## src/rtl/preset_player.sv

```systemverilog
// preset_player
//
// Captures the most recent MIDI channel/system-common message from the
// receive byte stream. A save button event copies it into a preset slot.
// A recall button event replays the slot to the MIDI transmitter over a
// valid/ready handshake.
//
// State table:
//   IDLE | waiting for a button event; capture always runs
//   SEND | replaying a latched slot, one byte per tx_valid&&tx_ready
//
// Ports:
//   clk        system clock
//   rst        asynchronous reset, active-low
//   btn_index  button event (0 = none, 1..NUM_SLOTS = slot), one cycle
//   save_mode  qualifies btn_index as save (1) or recall (0)
//   rx_valid   strobe, rx_byte holds a received MIDI byte
//   rx_byte    received MIDI byte
//   tx_ready   transmitter accepts tx_data this cycle
//   tx_valid   tx_data is valid
//   tx_data    byte being replayed
//   busy       replay in progress
//   saved      one-cycle pulse when a save commits
module preset_player #(
    parameter int NUM_SLOTS = 2,
    parameter int MAX_BYTES = 3
) (
    input  logic       clk,
    input  logic       rst,
    input  logic [1:0] btn_index,
    input  logic       save_mode,
    input  logic       rx_valid,
    input  logic [7:0] rx_byte,
    input  logic       tx_ready,
    output logic       tx_valid,
    output logic [7:0] tx_data,
    output logic       busy,
    output logic       saved
);

    localparam int LW = $clog2(MAX_BYTES + 1);
    localparam int SW = (NUM_SLOTS > 1) ? $clog2(NUM_SLOTS) : 1;

    typedef enum logic {
        IDLE = 1'b0,
        SEND = 1'b1
    } state_t;

    state_t                      state_q, state_d;
    logic [MAX_BYTES-1:0][7:0]   cap_q, cap_d;
    logic [LW-1:0]               cap_len_q, cap_len_d;
    logic [MAX_BYTES-1:0][7:0]   slot_q     [NUM_SLOTS];
    logic [LW-1:0]               slot_len_q [NUM_SLOTS];
    logic [SW-1:0]               rep_slot_q, rep_slot_d;
    logic [LW-1:0]               rep_len_q, rep_len_d;
    logic [LW-1:0]               idx_q, idx_d;
    logic [7:0]                  tx_data_q, tx_data_d;
    logic                        saved_q, saved_d;

    logic          btn_hit;
    logic [SW-1:0] btn_slot;
    logic          save_go;
    logic          recall_go;
    logic [LW-1:0] idx_nxt;

    assign btn_hit   = (btn_index != 2'd0) && (int'(btn_index) <= NUM_SLOTS);
    assign btn_slot  = SW'(btn_index - 2'd1);
    assign save_go   = (state_q == IDLE) && btn_hit && save_mode
                       && (cap_len_q != '0);
    assign recall_go = (state_q == IDLE) && btn_hit && !save_mode
                       && (slot_len_q[btn_slot] != '0);
    assign idx_nxt   = idx_q + LW'(1);

    // Real-time bytes (0xF8..0xFF) may interleave anywhere and never
    // disturb the message being assembled.
    always_comb begin
        cap_d     = cap_q;
        cap_len_d = cap_len_q;
        if (rx_valid) begin
            if (rx_byte[7]) begin
                if (rx_byte < 8'hF8) begin
                    cap_d[0]  = rx_byte;
                    cap_len_d = LW'(1);
                end
            end else if ((cap_len_q != '0) && (cap_len_q < LW'(MAX_BYTES))) begin
                cap_d[cap_len_q] = rx_byte;
                cap_len_d        = cap_len_q + LW'(1);
            end
        end
    end

    always_comb begin
        state_d    = state_q;
        rep_slot_d = rep_slot_q;
        rep_len_d  = rep_len_q;
        idx_d      = idx_q;
        tx_data_d  = tx_data_q;
        saved_d    = save_go;
        case (state_q)
            IDLE: begin
                if (recall_go) begin
                    state_d    = SEND;
                    rep_slot_d = btn_slot;
                    rep_len_d  = slot_len_q[btn_slot];
                    idx_d      = '0;
                    tx_data_d  = slot_q[btn_slot][0];
                end
            end
            SEND: begin
                if (tx_ready) begin
                    if (idx_q == rep_len_q - LW'(1)) begin
                        state_d = IDLE;
                    end else begin
                        idx_d     = idx_nxt;
                        tx_data_d = slot_q[rep_slot_q][idx_nxt];
                    end
                end
            end
            default: state_d = IDLE;
        endcase
    end

    always_ff @(posedge clk or negedge rst) begin
        if (!rst) begin
            state_q    <= IDLE;
            cap_q      <= '0;
            cap_len_q  <= '0;
            rep_slot_q <= '0;
            rep_len_q  <= '0;
            idx_q      <= '0;
            tx_data_q  <= '0;
            saved_q    <= 1'b0;
            for (int i = 0; i < NUM_SLOTS; i++) begin
                slot_len_q[i] <= '0;
            end
        end else begin
            state_q    <= state_d;
            cap_q      <= cap_d;
            cap_len_q  <= cap_len_d;
            rep_slot_q <= rep_slot_d;
            rep_len_q  <= rep_len_d;
            idx_q      <= idx_d;
            tx_data_q  <= tx_data_d;
            saved_q    <= saved_d;
            if (save_go) begin
                slot_len_q[btn_slot] <= cap_len_q;
            end
        end
    end

    // Slot bytes are only meaningful below slot_len, so they carry no reset.
    // The save reads cap_q, i.e. the buffer before any same-cycle rx update.
    always_ff @(posedge clk) begin
        if (save_go) begin
            slot_q[btn_slot] <= cap_q;
        end
    end

    assign tx_valid = (state_q == SEND);
    assign busy     = (state_q == SEND);
    assign tx_data  = tx_data_q;
    assign saved    = saved_q;

endmodule

```

## config.mk

```make
export PLATFORM = sky130hd
export DESIGN_NAME = preset_player
export DESIGN_NICKNAME = d
export VERILOG_FILES = /design/src/rtl/preset_player.sv
export SDC_FILE = /design/constraint.sdc
export NUM_CORES = 1
export LEC_CHECK = 0
export ABC_AREA = 1
export ABC_CLOCK_PERIOD_IN_PS = 2350
export CORE_MARGIN = 5
export CORE_UTILIZATION = 40
export CTS_CLUSTER_DIAMETER = 60
export CTS_CLUSTER_SIZE = 28
export DETAILED_ROUTE_END_ITERATION = 12
export GPL_TIMING_DRIVEN = 0
export SLEW_MARGIN = 20
export SYNTH_ARGS = -nofsm -noshare
export SYNTH_HDL_FRONTEND = slang
export SYNTH_SLANG_ARGS = --single-unit
```

## constraint.sdc

```tcl
create_clock -name clk -period 2.35 [get_ports clk]
set_input_delay 0.47 -clock clk [delete_from_list [all_inputs] [get_ports clk]]
set_output_delay 0.47 -clock clk [all_outputs]
set_load 0.1 [all_outputs]
```

* After elaboration in Yosys (flattened, before gate mapping)
Memories as Yosys holds them, arrays and structs flattened.
Index checks and enable logic that the tools add are counted.
** Word-level totals
- Bits in registers :: 45
- Memory bits (writable) :: 48
- Input port bits :: 15
- Output and inout port bits :: 11
- Logic and storage cells :: 82
- Memories :: 1
** Cells by class
- Add/sub/neg operators :: 4
- Order comparisons :: 8
- Equality and inequality tests :: 5
- Mux-type cells :: 31
- Bitwise operators :: 3
- Reductions and logical operators :: 18
** Memories
- slot_q :: depth 2, bits a word 24, read ports 2, clocked after memory_dff 0, wr ports 1, line 52 : logic [MAX_BYTES-1:0][7:0] slot_q [NUM_SLOTS];
** Operator list (count)
- $mux 8 :: 8
- $bwmux 24 :: 1
- $mux 2 :: 10
- $bmux 8 s2 :: 1
- $demux 8 s2 :: 1
- $pmux 8 s2 :: 1
- $logic_and 1x1->1 :: 9
- $reduce_and 3->1 :: 3
- $lt 8x8->1 const B :: 1
- $reduce_bool 2->1 :: 4
- $lt 2x3->1 const B :: 2
- $ne 2x2->1 const B :: 3
- $mux 1 :: 5
- $add 2x1->2 const B :: 2
- $bwmux 4 :: 1
- $pmux 2 s2 :: 1
- $demux 2 s1 :: 1
- $eq 2x2->1 :: 1
- $ge 2x1->1 const B :: 1
- $ge 2x2->1 const B :: 1
- $le 2x2->1 const B :: 1
- $lt 2x1->1 const B :: 1
- $lt 2x2->1 const B :: 1
- $ne 2x1->1 const B :: 1
- 7 further kinds :: 8

* Longest topological paths before layout
Gate-level depths: netlist (run 1).
- Depth in word-level cells :: 9
- Mapped depth :: 11
- Mapped depth without buffers :: 9

* Worst setup path before layout (run 1)
No wires, ideal clock.
- Path kind :: flip-flop to flip-flop
- From :: register state_q (netlist: busy)
- To :: memory slot_q[0][0] (netlist bit), enable pin
- Library setup time :: 0.379 ns
- Arrival time :: 1.991 ns
- Required time :: 1.971 ns
- Setup slack :: -0.019 ns
- Stages on the path, launching flop included :: 7
- Buffers on the path :: 1
- Clock period less this slack :: 2.369 ns
- Cells stage by stage :: dfrtp_1 -> buf_4 -> inv_2 -> nand2_2 -> nor4_4 -> nand2_1 -> inv_1
** On the way
- Word-level cells in the longest chain between the ends :: 6
** Ends and longest elaborated chain
- from (decl) :: line 49 : state_t state_q, state_d;
- from (signal assigned) :: line 137 : state_q <= state_d;
- $not 1->1 (no line)
- $logic_and 1x1->1 (2 in series) :: line 68 : assign save_go = (state_q == IDLE) && btn_hit && save_mode
- $logic_and 1x1->1 :: line 69 : && (cap_len_q != '0);
- net save_go :: line 62 : logic save_go;
- $mux 1 :: line 154 : if (save_go) begin
- $mux 1 (implied by the code) :: line 155 : slot_q[btn_slot] <= cap_q;
- to (decl) :: line 52
The timed path passes the listed nets, and every way through them passes these cells.

* Worst setup path after layout (run 1)
- From :: register saved_q (netlist: saved)
- To :: output port saved
** RTL lines
- from (decl) :: line 58 : logic saved_q, saved_d;
- from (signal assigned) :: line 144 : saved_q <= saved_d;
- to (decl) :: line 38 : output logic saved
No word-level cell between the ends.

==> results of run 1 <==
-- cells by family (layout without fill, tap and decap cells) --
group,count (synthesis),in the layout,share of synthesized area [%]
DFF,93,93,63.65
AOI/OAI and AO/OA,48,48,6.017
and+or+nand+nor,209,209,21.62
adders and majority gates,3,3,0.9306
buffers and inverters,74,116,7.785
-- metal layers --
layer  wire length, um  share of wire, %
met2              3935                48
met1              3709                45
met5                 0                 0
met3               414               5.0
met4               194               2.4
-- layout make-up --
cell class,instances,share of cell area [%]
sequential,93,54.81
clock buffer,10,2.724
multi-input combinational,260,24.65
buffer,16,2.057
inverter,58,4.808
tap,133,3.552
clock inverter,6,1.362
timing repair buffer,26,6.036
-- flip-flops by register name, summed over array words and instances (netlist names) --
| signal | flops |
|---|---|
| slot_len_q | 4 |
| busy | 1 |
| slot_q | 48 |
| cap_len_q | 2 |
| saved | 1 |
| rep_len_q | 2 |
| cap_q | 24 |
| rep_slot_q | 1 |
| tx_data | 8 |
| idx_q | 2 |
-- power breakdown --
group | internal [mW] | leakage [nW] | switching, mW
Sequential | 2.20 | 1.01 | 0.265
Combinational | 0.644 | 1.15 | 1.58
Clock | 0.492 | 0.0927 | 0.567
Total | 3.34 | 2.25 | 2.42
-- worst register-to-register path: cells and delay by family, from the launching register on --
family / cells / cell delay, ns
DFF: 1 / 0.40
and+or+nand+nor: 2 / 0.59
adders and majority gates: 1 / 0.29
buffers and inverters: 2 / 0.56
-- through the flow --
step,setup TNS (ns),utilization [%],hold WS [ns]
2_1_floorplan,0,-,0.1744
3_3_place_gp,-28.88,45.40,0.4513
3_5_place_dp,-8.810,45.63,0.4540
4_1_cts,0,47.53,0.1008
5_1_grt,0,47.71,0.1379
6_report,0,47.71,0.09396
-- path summary, 6_finish.rpt --
kind,startpoint,end,slack [ns],cells after the start
setup / recovery,saved,saved,0.06,1
hold / removal,rst,cap_q[16],0.09,1
setup reg to reg,cap_len_q[0],slot_q[0][18],0.16,5
hold reg to reg,tx_data[7],tx_data[7],0.47,2
max in group asynchronous,rst,slot_len_q[2],1.73,2
min in group clk,tx_data[7],tx_data[7],0.47,2
-- placed cells by master (no fill, tap or decap), drive strengths merged, types with 2 or more instances in the layout --
cell,netlist,final
nor2,21,21
dlygate4sd2,0,4
dlymetal6s2s,0,6
a21oi,8,8
clkinv,1,3
dfrtp,45,45
nand3,32,32
ha,3,3
buf,13,15
clkinvlp,0,4
inv,57,56
nand2,151,151
nor3,2,2
clkdlybuf4s50,0,14
o21ai,39,39
clkbuf,3,13
edfxtp,48,48
==> results.cfg, run 1 <==
[run_status]
outcome = completed

[yosys]
ys_top_cells_by_count = nand2_1 (147), inv_1 (54), edfxtp_1 (48), dfrtp_1 (45), o21ai_0 (34)
synth-seq-cells = 93
synthesis.nets = 445
yosysSeqAreaShare_pct = 63.65
yosysTopAreaCellShare_pct = 35.73
ys_async_sr_fraction_pct = 48.39
synth_area_leaders = edfxtp_1 (36%), dfrtp_1 (28%), nand2_1 (14%)
synth_top_area_cell = edfxtp_1
synth_area_sq_mm = 0.004034
synth_most_common_cell = nand2_1
avgSynthCellArea_sq_um = 9.447
ys_warn_count = 0
ys_types = 24
syn_inst = 427
synth_edf_count = 48
yosys_most_used_dff = edfxtp_1

[setup_path]
required_ns = 1.88
cpPeakStageDelay_ns = 1.13
path_buf_inv = 1
crit_path_end_kind = output port
crit_arrival_ns = 1.82
crit_type = reg2out
cp_cell_sequence = clkdlybuf4s50_1
start_kind = flop
crit_slowest_cell = clkdlybuf4s50_1
crit_fanout = 1
crit_family = buffers and inverters

[global_routing]
met1_usage_pct = 17.93
first_global_vias = 2857
grt_usage_pct = 14.26
grt_use_met2_pct = 23.54
antenna_found_initial = 0
gr-total-overflow = 0
grt_start_max_net_pins = 25
grt_busiest_layer = met2
grt_pass1_wl_mm = 13.95
use_met3_pct = 2.626

[floorplanning]
rows = 36
pin_count = 26
coreArea_sq_mm = 0.009819
dieArea_sq_mm = 0.01219
die_x_um = 110.4
fp.dieH_um = 110.4
start_util_pct = 41.08

[layout]
seq_area_sq_mm = 0.002567
final_cells = 602
finalNetCount = 482
antenna_cells = 0
drive_gt1_share_pct = 9.808
fillCellCount = 996
syn_to_final_growth_pct = 16.13
design_area_sq_mm = 0.004684
multi_input_area_sq_mm = 0.001155

[route]
drtAntennaViolNets = 0
wl_per_cell_um = 13.71
drc = 0
vias = 2795
drt-pass1-iter-count = 5
wl_mm = 8.253
drtIter0Drc = 199
viasPerCell = 4.643

[worst_hold_path]
hp-class = in2async

[sta]
slew_violations = 0
worstMarginPinSlew_ns = 0.9681
max_clock_freq_ghz = 0.4359
hold_violations = 0
rsz0062_at_grt = false
fin_crit_sh_pct = 97.62
min_period_ns = 2.294
relSlewSlack_pct = 35.26
final-setup-viol-count = 0
fin_skew_ns = 0.008531
fin_ws_ns = 0.05603

[clocking]
tritoncts_num_sinks = 93
cts.htree.levels = 3
numCtsBuffers = 9
hold_buffers = 0
postCtsSetupRepairBufs = 0
cts_resized = 4
clk_latency_ns = 0.37
cts_tree = built
clockBufferDepth = 2
clock-root-buffer = clkbuf_8
clk_pin_slew_ns = 0.09

[placement]
pre_cts_slack_ns = -0.2284
postPlaceCellArea_sq_mm = 0.004481
io_buffer_count = 25
hpwl_mm = 5.906
placed_cells = 586
gp_congestion = 0.8005

[power]
ir_drop_v = 0.0005153
p_total_mw = 5.752
p_per_area_mw_per_mm2 = 1228
p_leak_nw = 2.251

[run]
drv_cap = 0
(Power assumes the default switching activity.)
==> inputs of run 2 (changes only) <==
- GPL_TIMING_DRIVEN: 0 -> default
- REMOVE_ABC_BUFFERS: default -> 1
- SLEW_MARGIN: 20 -> default
==> run 2 against run 1 <==
Power fell by 0.58%. Clock skew increased by 0.0060 ns. Clock power is essentially flat. Clock-buffer cell count stayed put. Cell count decreased by 1.3%. Sequential power hardly changed. Worst hold slack got worse by 0.015 ns. First-iteration DRC count shrank 28%. Die area unchanged. Critical path type is now reg2reg. Largest power group unchanged. Highest routed layer unchanged.
==> results.cfg, run 2 (same netlist as run 1, synthesis figures left out) <==
[placement]
pre_cts_slack_ns = 0.1691
postPlaceCellArea_sq_mm = 0.004427
hpwl_mm = 5.685
io_buffer_count = 25
gp_congestion = 0.7286

[floorplanning]
coreArea_sq_mm = 0.009819
pin_count = 26
dieArea_sq_mm = 0.01219
fp.dieH_um = 110.4
start_util_pct = 41.08
die_x_um = 110.4
rows = 36

[sta]
max_clock_freq_ghz = 0.5264
final-setup-viol-count = 0
worstMarginPinSlew_ns = 0.5528
fin_skew_ns = 0.01455
rsz0062_at_grt = false
hold_violations = 0
min_period_ns = 1.900
fin_crit_sh_pct = 80.83
slew_violations = 0
fin_ws_ns = 0.4505
relSlewSlack_pct = 63.06

[setup_path]
crit_fanout = 24
required_ns = 2.40
cp_cell_sequence = inv_1, ha_1, nor4_4, nand2_1, inv_1, buf_12
crit_path_end_kind = flop
crit_slowest_cell = dfrtp_1
crit_top_cell = inv_1
start_kind = flop
crit_arrival_ns = 1.95
cpPeakStageDelay_ns = 0.40
crit_type = reg2reg
crit_family = simple AND/OR/NAND/NOR gates
path_buf_inv = 3

[layout]
antenna_cells = 0
seq_area_sq_mm = 0.002567
largest_reg_flops = 48
multi_input_area_sq_mm = 0.001152
mostFrequentLayoutCell = nand2_1
finalNetCount = 474
top_register = slot_q
utilization_pct = 47.09
syn_to_final_growth_pct = 14.64
design_area_sq_mm = 0.004624
drive_gt1_share_pct = 10.63
fillCellCount = 961
layout_common_cells = nand2_1 (147), inv_1 (54), edfxtp_1 (48), dfrtp_1 (45), o21ai_0 (34)

[global_routing]
antenna_found_initial = 0
grt_start_max_net_pins = 26
gr-total-overflow = 0
first_global_vias = 2801
grt_usage_pct = 14.60
grt_pass1_wl_mm = 14.28

[clocking]
cts_resized = 0
numCtsBuffers = 9
tritoncts_num_sinks = 93
cts_tree = built
cts.htree.levels = 3
clock-root-buffer = clkbuf_8
clk_pin_slew_ns = 0.10
postCtsSetupRepairBufs = 0
clockBufferDepth = 2
hold_buffers = 0
clk_latency_ns = 0.36

[power]
p_leak_nw = 2.181
ir_drop_v = 0.0004984
p_total_mw = 5.719
p_per_area_mw_per_mm2 = 1237

[route]
viasPerCell = 4.759
vias = 2827
drtIter0Drc = 144
wl_mm = 8.413
drt-pass1-iter-count = 4
drc = 0
wl_per_cell_um = 14.16
drtAntennaViolNets = 0

[worst_hold_path]
hp-class = in2async

[run]
drv_cap = 0

[run_status]
outcome = completed
-- run 2: cell count changes in the layout (fill, tap and decap cells not counted), moves of 2 or more --
cell	delta
buf_12	+3
buf_2	-8
buf_4	+14
buf_6	-2
clkbuf_1	-3
clkinv_2	-2
dlygate4sd2_1	-4
dlymetal6s2s_1	-6
inv_1	+2
-- run 2: area by class of cell --
| cell class | count | share of cell area [%] |
|---|---|---|
| repair buffers | 34 | 6.981 |
| clock buffers | 10 | 2.760 |
| multi-input cells | 260 | 24.92 |
| inverters | 58 | 4.708 |
| well taps | 133 | 3.598 |
| clock inverters | 6 | 1.515 |
| flip-flops and latches | 93 | 55.52 |
-- run 2: where the power goes --
group	internal [mW]	switching, mW	total [mW]
Sequential	2.20	0.285	2.49
Clock	0.500	0.565	1.06
Combinational	0.591	1.58	2.17
-- run 2: path summary, 6_finish.rpt --
kind / cells after the start / slack [ns] / start / to
max in group asynchronous: 2 / 1.75 / rst / cap_q[13]
min in group clk: 0 / 0.48 / cap_q[17] / slot_q[0][17]
hold / removal: 1 / 0.08 / rst / cap_q[16]
setup reg to reg: 6 / 0.45 / cap_len_q[0] / slot_q[0][7]
setup / recovery: 6 / 0.45 / cap_len_q[0] / slot_q[0][7]
hold reg to reg: 0 / 0.48 / cap_q[17] / slot_q[0][17]
-- run 2: metrics by stage --
stage	setup TNS, ns	hold WS [ns]	cells
6_report	0	0.07900	594
4_1_cts	0	0.09155	594
3_5_place_dp	0	0.4560	578
2_1_floorplan	-31.63	0.1744	411
3_3_place_gp	0	0.4517	578
5_1_grt	0	0.1031	594
-- run 2: metal layers --
layer	routed length, um	global-route usage, %	vias up
li1	-	-	1418
met1	4083	20.21	1352
met2	3915	22.94	49
met3	306	3.446	8
met4	107	4.269	0
met5	0	0	-
==> inputs of run 3 (changes only) <==
- ABC_CLOCK_PERIOD_IN_PS: 2350 -> 1900
- clock period: 2.35 -> 1.9 ns (I/O delays scaled with it)
==> run 3 against run 2 <==
Clock-buffer cell count down 1. Clock power up 20%. Critical path depth unchanged. Register-to-register slack worse by 0.27 ns. Die area did not move. Fmax grew 11%. Combinational power rose by 38%. Sequential share of layout area fell by 2.7 points. Power grew 29%. Cell count increased by 1.7%. Worst setup slack worse by 0.27 ns. Via count is 0.25% lower.
==> results.cfg, run 3 (same netlist as run 1, synthesis figures left out) <==
[floorplanning]
fp.dieH_um = 110.4
die_x_um = 110.4
coreArea_sq_mm = 0.009819
rows = 36
start_util_pct = 41.08
pin_count = 26
dieArea_sq_mm = 0.01219

[setup_path]
crit_type = reg2reg
crit_path_end_kind = flop
cpPeakStageDelay_ns = 0.40
crit_slowest_cell = dfrtp_1
crit_fanout = 12
crit_arrival_ns = 1.80
reg2reg_slack_ns = 0.18
cp_cell_sequence = inv_1, ha_1, nor4_4, nand2_1, inv_2, clkbuf_16
rr_worst_depth = 6
required_ns = 1.98
start_kind = flop

[sta]
slew_violations = 0
holdWs_ns = 0.1040
fin_crit_sh_pct = 90.39
final-setup-viol-count = 0
worstMarginPinSlew_ns = 0.5964
fin_ws_ns = 0.1825
max_clock_freq_ghz = 0.5823
min_period_ns = 1.717
hold_violations = 0
relSlewSlack_pct = 60.24
fin_skew_ns = 0.009978
finalSetupTns_ns = 0
rsz0062_at_grt = false

[global_routing]
grt_usage_pct = 14.24
antenna_found_initial = 0
first_global_vias = 2797
met1_usage_pct = 19.12
grt_busiest_layer = met2
gr-total-overflow = 0
grt_pass1_wl_mm = 13.84
grt_start_max_net_pins = 46
use_met3_pct = 2.899
grt_use_met2_pct = 22.09

[placement]
gp_congestion = 0.7572
placed_cells = 587
pre_cts_slack_ns = -0.1114
io_buffer_count = 25
postPlaceCellArea_sq_mm = 0.004644
hpwl_mm = 5.613

[clocking]
clockBufferDepth = 2
tritoncts_num_sinks = 93
cts_tree = built
clk_pin_slew_ns = 0.10
cts.htree.levels = 3
postCtsSetupRepairBufs = 0
hold_buffers = 0
clk_latency_ns = 0.36
cts_resized = 0
clock-root-buffer = clkbuf_8
numCtsBuffers = 9

[worst_hold_path]
hp-class = in2async

[route]
wl_mm = 8.536
vias = 2820
drtIter0Drc = 91
wl_per_cell_um = 14.13
viasPerCell = 4.669
drt-pass1-iter-count = 4
drtAntennaViolNets = 0
drc = 0

[layout]
seq_area_sq_mm = 0.002567
drive_gt1_share_pct = 12.95
largest_reg_flops = 48
top_register = slot_q
multi_input_area_sq_mm = 0.001152
utilization_pct = 49.48
finalNetCount = 484
antenna_cells = 0
mostFrequentLayoutCell = nand2_1
final_cells = 604
design_area_sq_mm = 0.004858
fillCellCount = 962
syn_to_final_growth_pct = 20.44
layout_common_cells = nand2_1 (147), inv_1 (53), edfxtp_1 (48), dfrtp_1 (45), o21ai_0 (34)

[run]
drv_cap = 0

[power]
p_leak_nw = 2.292
p_total_mw = 7.363
ir_drop_v = 0.0005665
p_per_area_mw_per_mm2 = 1515

[run_status]
outcome = completed
[run 3: final cells by class]
cell class	count	share of cell area, %
Clock inverter	7	1.339
Multi-Input combinational cell	260	23.72
Clock buffer	9	2.550
Sequential cell	93	52.85
Timing Repair Buffer	44	11.64
Tap cell	133	3.425
Inverter	58	4.481
[run 3: per-layer routing]
layer / vias up / routed length (um)
li1: 1436 / -
met1: 1317 / 4043
met2: 50 / 3989
met3: 17 / 229
met4: 0 / 273
met5: - / 0
[run 3: final timing paths]
path	startpoint	end
setup / recovery	cap_len_q[0]	slot_q[1][6]
max in group asynchronous	rst	idx_q[0]
min in group clk	cap_q[20]	slot_q[1][20]
setup reg to reg	cap_len_q[0]	slot_q[1][6]
hold / removal	rst	cap_q[8]
hold reg to reg	cap_q[20]	slot_q[1][20]
[run 3: where the power goes]
group / internal [mW] / switching [mW]
sequential: 2.72 / 0.389
clock: 0.508 / 0.759
combinational: 1.03 / 1.96
[run 3: critical path, delay by kind of cell (launching register included)]
family        cells  cell delay [ns]
fa+ha+maj         1             0.26
buf+inv           3             0.44
flops             1             0.40
simple gates      2             0.32
